`src/rtl/data_sync_hs.sv`:
```
// data_sync_hs: destination-side receiver for a multi-bit clock-domain crossing.
// A slow qualifier (level or toggle) is synchronised through a flop chain. The
// quasi-static source bus is captured only on the detected qualifier event and
// is then presented through a one-entry valid/ready holding register. A toggle
// acknowledge goes back to the source domain, and a sticky overrun flag reports
// events that arrived while the holding register was still full.
module data_sync_hs #(
  parameter int BUS_WIDTH  = 8,
  parameter int NUM_STAGES = 2,
  parameter int MODE       = 0,
  parameter int OVERWRITE  = 0
) (
  input  logic                 CLK,
  input  logic                 RST,
  input  logic [BUS_WIDTH-1:0] Unsync_bus,
  input  logic                 bus_enable,
  input  logic                 sync_ready,
  input  logic                 clr_overrun,
  output logic [BUS_WIDTH-1:0] sync_bus,
  output logic                 sync_valid,
  output logic                 enable_pulse,
  output logic                 ack_toggle,
  output logic                 overrun
);

  typedef enum logic {
    EMPTY = 1'b0,
    FULL  = 1'b1
  } state_t;

  state_t                state_q;
  state_t                state_d;
  logic [NUM_STAGES-1:0] sync_ff;
  logic                  sync_prev;
  logic                  sync_level;
  logic                  event_det;
  logic                  capture;
  logic                  overrun_set;

  // Qualifier synchroniser chain plus one extra flop used for edge detection.
  always_ff @(posedge CLK or negedge RST) begin
    if (!RST) begin
      sync_ff   <= '0;
      sync_prev <= 1'b0;
    end else begin
      sync_ff   <= {sync_ff[NUM_STAGES-2:0], bus_enable};
      sync_prev <= sync_ff[NUM_STAGES-1];
    end
  end

  assign sync_level = sync_ff[NUM_STAGES-1];

  // Level mode reacts to a rising edge only; toggle mode reacts to either edge.
  generate
    if (MODE == 1) begin : g_toggle_mode
      assign event_det = sync_level ^ sync_prev;
    end else begin : g_level_mode
      assign event_det = sync_level & ~sync_prev;
    end
  endgenerate

  // Holding-register state.
  always_ff @(posedge CLK or negedge RST) begin
    if (!RST) begin
      state_q <= EMPTY;
    end else begin
      state_q <= state_d;
    end
  end

  // Decide whether this cycle captures, drains or flags an overrun.
  always_comb begin
    state_d     = state_q;
    capture     = 1'b0;
    overrun_set = 1'b0;
    case (state_q)
      EMPTY: begin
        if (event_det) begin
          capture = 1'b1;
          state_d = FULL;
        end
      end
      FULL: begin
        if (sync_ready && !event_det) begin
          state_d = EMPTY;
        end else if (sync_ready && event_det) begin
          capture = 1'b1;
        end else if (event_det) begin
          overrun_set = 1'b1;
          capture     = (OVERWRITE != 0);
        end
      end
      default: begin
        state_d = EMPTY;
      end
    endcase
  end

  // The source bus is sampled only on a capture edge, never through a flop chain.
  always_ff @(posedge CLK or negedge RST) begin
    if (!RST) begin
      sync_bus     <= '0;
      enable_pulse <= 1'b0;
      ack_toggle   <= 1'b0;
    end else begin
      enable_pulse <= capture;
      if (capture) begin
        sync_bus   <= Unsync_bus;
        ack_toggle <= ~ack_toggle;
      end
    end
  end

  // Sticky overrun; a new overrun in the same cycle wins over the clear request.
  always_ff @(posedge CLK or negedge RST) begin
    if (!RST) begin
      overrun <= 1'b0;
    end else if (overrun_set) begin
      overrun <= 1'b1;
    end else if (clr_overrun) begin
      overrun <= 1'b0;
    end
  end

  assign sync_valid = (state_q == FULL);

endmodule
```
`config.mk`:
```
export PLATFORM = sky130hd
export DESIGN_NAME = data_sync_hs
export DESIGN_NICKNAME = d
export VERILOG_FILES = /design/src/rtl/data_sync_hs.sv
export SDC_FILE = /design/constraint.sdc
export NUM_CORES = 1
export LEC_CHECK = 0
export ABC_CLOCK_PERIOD_IN_PS = 3100
export BUFFER_PORTS_ARGS = -buffer_cell sky130_fd_sc_hd__clkbuf_2
export CORE_AREA = 10 10 47 49
export DETAILED_ROUTE_END_ITERATION = 16
export DIE_AREA = 0 0 57 59
export PLACE_DENSITY = 0.74
export SLEW_MARGIN = 20
export SYNTH_ARGS = -nofsm -noshare
export SYNTH_HDL_FRONTEND = slang
export SYNTH_SLANG_ARGS = --single-unit
```
`constraint.sdc`:
```
create_clock -name CLK -period 3.1 [get_ports CLK]
set_clock_uncertainty 0.05 [all_clocks]
set_input_delay 0.465 -clock CLK [delete_from_list [all_inputs] [get_ports CLK]]
set_output_delay 0.465 -clock CLK [all_outputs]
set_load 0.01 [all_outputs]
```
==> flow_metrics.py <==
metrics = {
    "timing": {
        "max_freq_mhz": 729.2,
        "layout_setup_ws_ns": 1.729,
        "setup_viol": 0,
        "slew_headroom": 0.7442,
        "final-hold-violation-count": 0,
        "setup_tns_ns": 0,
        "fin_crit_sh": 0.4424,
        "tightest_slew_ns": 0.3829,
        "hold_ws_ns": 0.02925,
        "period_needed_ns": 1.371,
        "rsz0062_at_grt": "false",
        "drv_slew": 0,
    },
    "pwr": {
        "switching_share": 0.2649,
        "p_leak_nw": 0.3933,
        "power.total_uw": 451.6,
        "p_int_uw": 331.9,
        "switchingPower_uw": 119.6,
        "p_comb_frac": 0.223,
        "power_frac_clock": 0.233,
        "cellPowerDensity_nw_per_um2": 621.2,
        "seq_power_share": 0.544,
        "vdd_drop_max_v": 0.0002920,
    },
    "worst_setup_path": {
        "required_ns": 3.21,
        "cp_slowest_stage_delay_ns": 0.42,
        "startpoint_type": "flop",
        "path_max_fanout": 10,
        "crit_path_top_delay_cell": "dfrtp_1",
        "endpoint_kind": "flop",
        "worstPathArrival_ns": 1.48,
        "cp_cell_sequence": "nand2b_4 -> nor2b_4 -> mux2_4",
        "critPathKind": "reg2reg",
        "cp_top_family": "simple AND/OR/NAND/NOR gates",
        "cp_num_buf_inv": 0,
    },
    "final_layout": {
        "final_cell_count_no_fill": 74,
        "fin_area_um2": 726.9,
        "synthToLayoutAreaGrowth_pct": 25.49,
        "finish.utilization": 0.5188,
        "final_nets": 72,
        "drive_gt1_frac": 0.6724,
        "n_antenna_cell": 0,
        "fill_cells": 139,
    },
    "job": {
        "maxCapViolations": 0,
    },
    "clock_tree": {
        "numCtsBuffers": 3,
        "clock_path_buffers": 2,
        "path_clk_slew_ns": 0.09,
        "cts_resized": 0,
        "cts_setup_buffers": 0,
        "cts-htree-levels": 1,
        "cts_hold_buf": 0,
        "cts_tree": "done",
        "cts-root-buf": "clkbuf_4",
        "cts.sinks": 15,
        "clk_latency_ns": 0.27,
    },
    "routing": {
        "totalWireLength_mm": 1.042,
        "firstDrtPassIters": 2,
        "num_vias": 328,
        "avgRoutedWirePerCell_um": 14.08,
        "drc": 0,
        "drt-initial-drc-count": 1,
        "postRouteAntennaNets": 0,
        "viasPerCell": 4.432,
    },
    "placement": {
        "placed_cells": 70,
        "place_ws_ns": 1.531,
        "detailed_place_hpwl_um": 868.4,
        "portBuffers": 24,
        "dpl_cell_area_um2": 699.4,
        "place.gp.congestion": 0.6096,
    },
    "grt": {
        "grt_max_degree": 16,
        "first_global_vias": 377,
        "grt_pass1_wl_mm": 1.800,
        "antenna_found_initial": 0,
        "grt_usage": 0.06874,
        "grt_overflow": 0,
    },
    "floorplan": {
        "coreArea_um2": 1401,
        "die_x_um": 57,
        "start_util": 0.4134,
        "dieArea_um2": 3363,
        "ios": 25,
        "die_h_um": 59,
        "num_rows": 14,
    },
    "logic_synthesis": {
        "yosys_warnings": 0,
        "syn-num-nets": 44,
        "yosysSeqAreaShare": 0.6479,
        "avgSynthCellArea_um2": 18.69,
        "synth-seq-cells": 15,
        "synth_area_um2": 579.3,
        "synthCells": 31,
        "synth.distinct_cells": 9,
    },
    "run_status": {
        "status": "complete, no violations",
    },
    "hold_path": {
        "hold_class": "in2async",
    },
}
cells in the mapped netlist (all sizes together):
cell | number | area (µm²)
mux2 | 8 | 120.1
xor2 | 1 | 8.760
nand2b | 2 | 27.53
inv | 1 | 3.750
nand2 | 1 | 3.750
nor2b | 1 | 13.76
o22ai | 1 | 6.260
buf | 1 | 20.02
dfrtp | 15 | 375.4
cell type report:
type                    instances  area [µm²]  area share
inverters                       1       3.754    0.005164
clock inverters                 1       5.005    0.006885
multi-input cells              14       180.2      0.2478
clock buffers                   3       22.52     0.03098
flip-flops and latches         15       375.4      0.5164
well taps                      16       20.02     0.02754
repair buffers                 24       120.1      0.1652
registers in the layout, indices dropped and copies added, names as in the netlist:
signal	count
sync_ff	2
sync_valid	1
enable_pulse	1
sync_bus	8
overrun	1
ack_toggle	1
sync_prev	1
worst paths after layout:
| kind | slack (ns) | depth (start not counted) | endpoint | from |
|---|---|---|---|---|
| worst max-delay path | 1.73 | 3 | sync_bus[7]$_DFFE_PN0P_ | sync_valid$_DFF_PN0_ |
| worst min-delay path | 0.03 | 1 | overrun$_DFFE_PN0P_ | RST |
| worst max register to register | 1.73 | 3 | sync_bus[7]$_DFFE_PN0P_ | sync_valid$_DFF_PN0_ |
| worst min register to register | 0.34 | 0 | sync_ff[1]$_DFF_PN0_ | sync_ff[0]$_DFF_PN0_ |
| max in group asynchronous | 2.71 | 1 | sync_ff[1]$_DFF_PN0_ | RST |
| min in group CLK | 0.24 | 1 | sync_ff[0]$_DFF_PN0_ | bus_enable |
power by group through the flow:
| stage | sequential [mW] | combinational, mW | clock [mW] |
|---|---|---|---|
| after global placement | 0.249 | 0.102 | 0 |
| final | 0.246 | 0.101 | 0.105 |
| after global routing | 0.251 | 0.110 | 0.123 |
| after detailed placement | 0.249 | 0.104 | 0 |
| after floorplan | 0.261 | 0.0460 | 0 |
| after CTS | 0.246 | 0.104 | 0.107 |
cells in the final DEF, fill, tap and decap left out, drive strengths merged:
cell type and n:
nand2 1, mux2 8, xor2 1, o22ai 1, inv 1, nand2b 2, clkinv 1, clkbuf 27
nor2b 1, dfrtp 15
cell families (layout without fill, tap and decap cells):
logic type	Yosys count	count (layout)	synth area share
AO/OA/AOI/OAI	1	1	0.01081
multiplexers	8	8	0.2074
buffers and inverters	2	29	0.04103
XOR/XNOR	1	1	0.01512
AND/OR/NAND/NOR	4	4	0.07775
flip-flops	15	15	0.6479
worst register-to-register path, stage by stage, from the launching register on:
cell      delay [ns]
dfrtp_1         0.42
nand2b_4        0.09
nor2b_4         0.37
mux2_4          0.34
routing by layer:
layer / part of all wire / global-route usage / vias up
li1: - / - / 156
met1: 0.44 / 0.08005 / 157
met2: 0.48 / 0.1008 / 15
met3: 0.071 / 0.03219 / 0
met4: 0 / 0.04027 / 0
met5: 0 / 0 / -
Power figures use the tool's default switching activity.
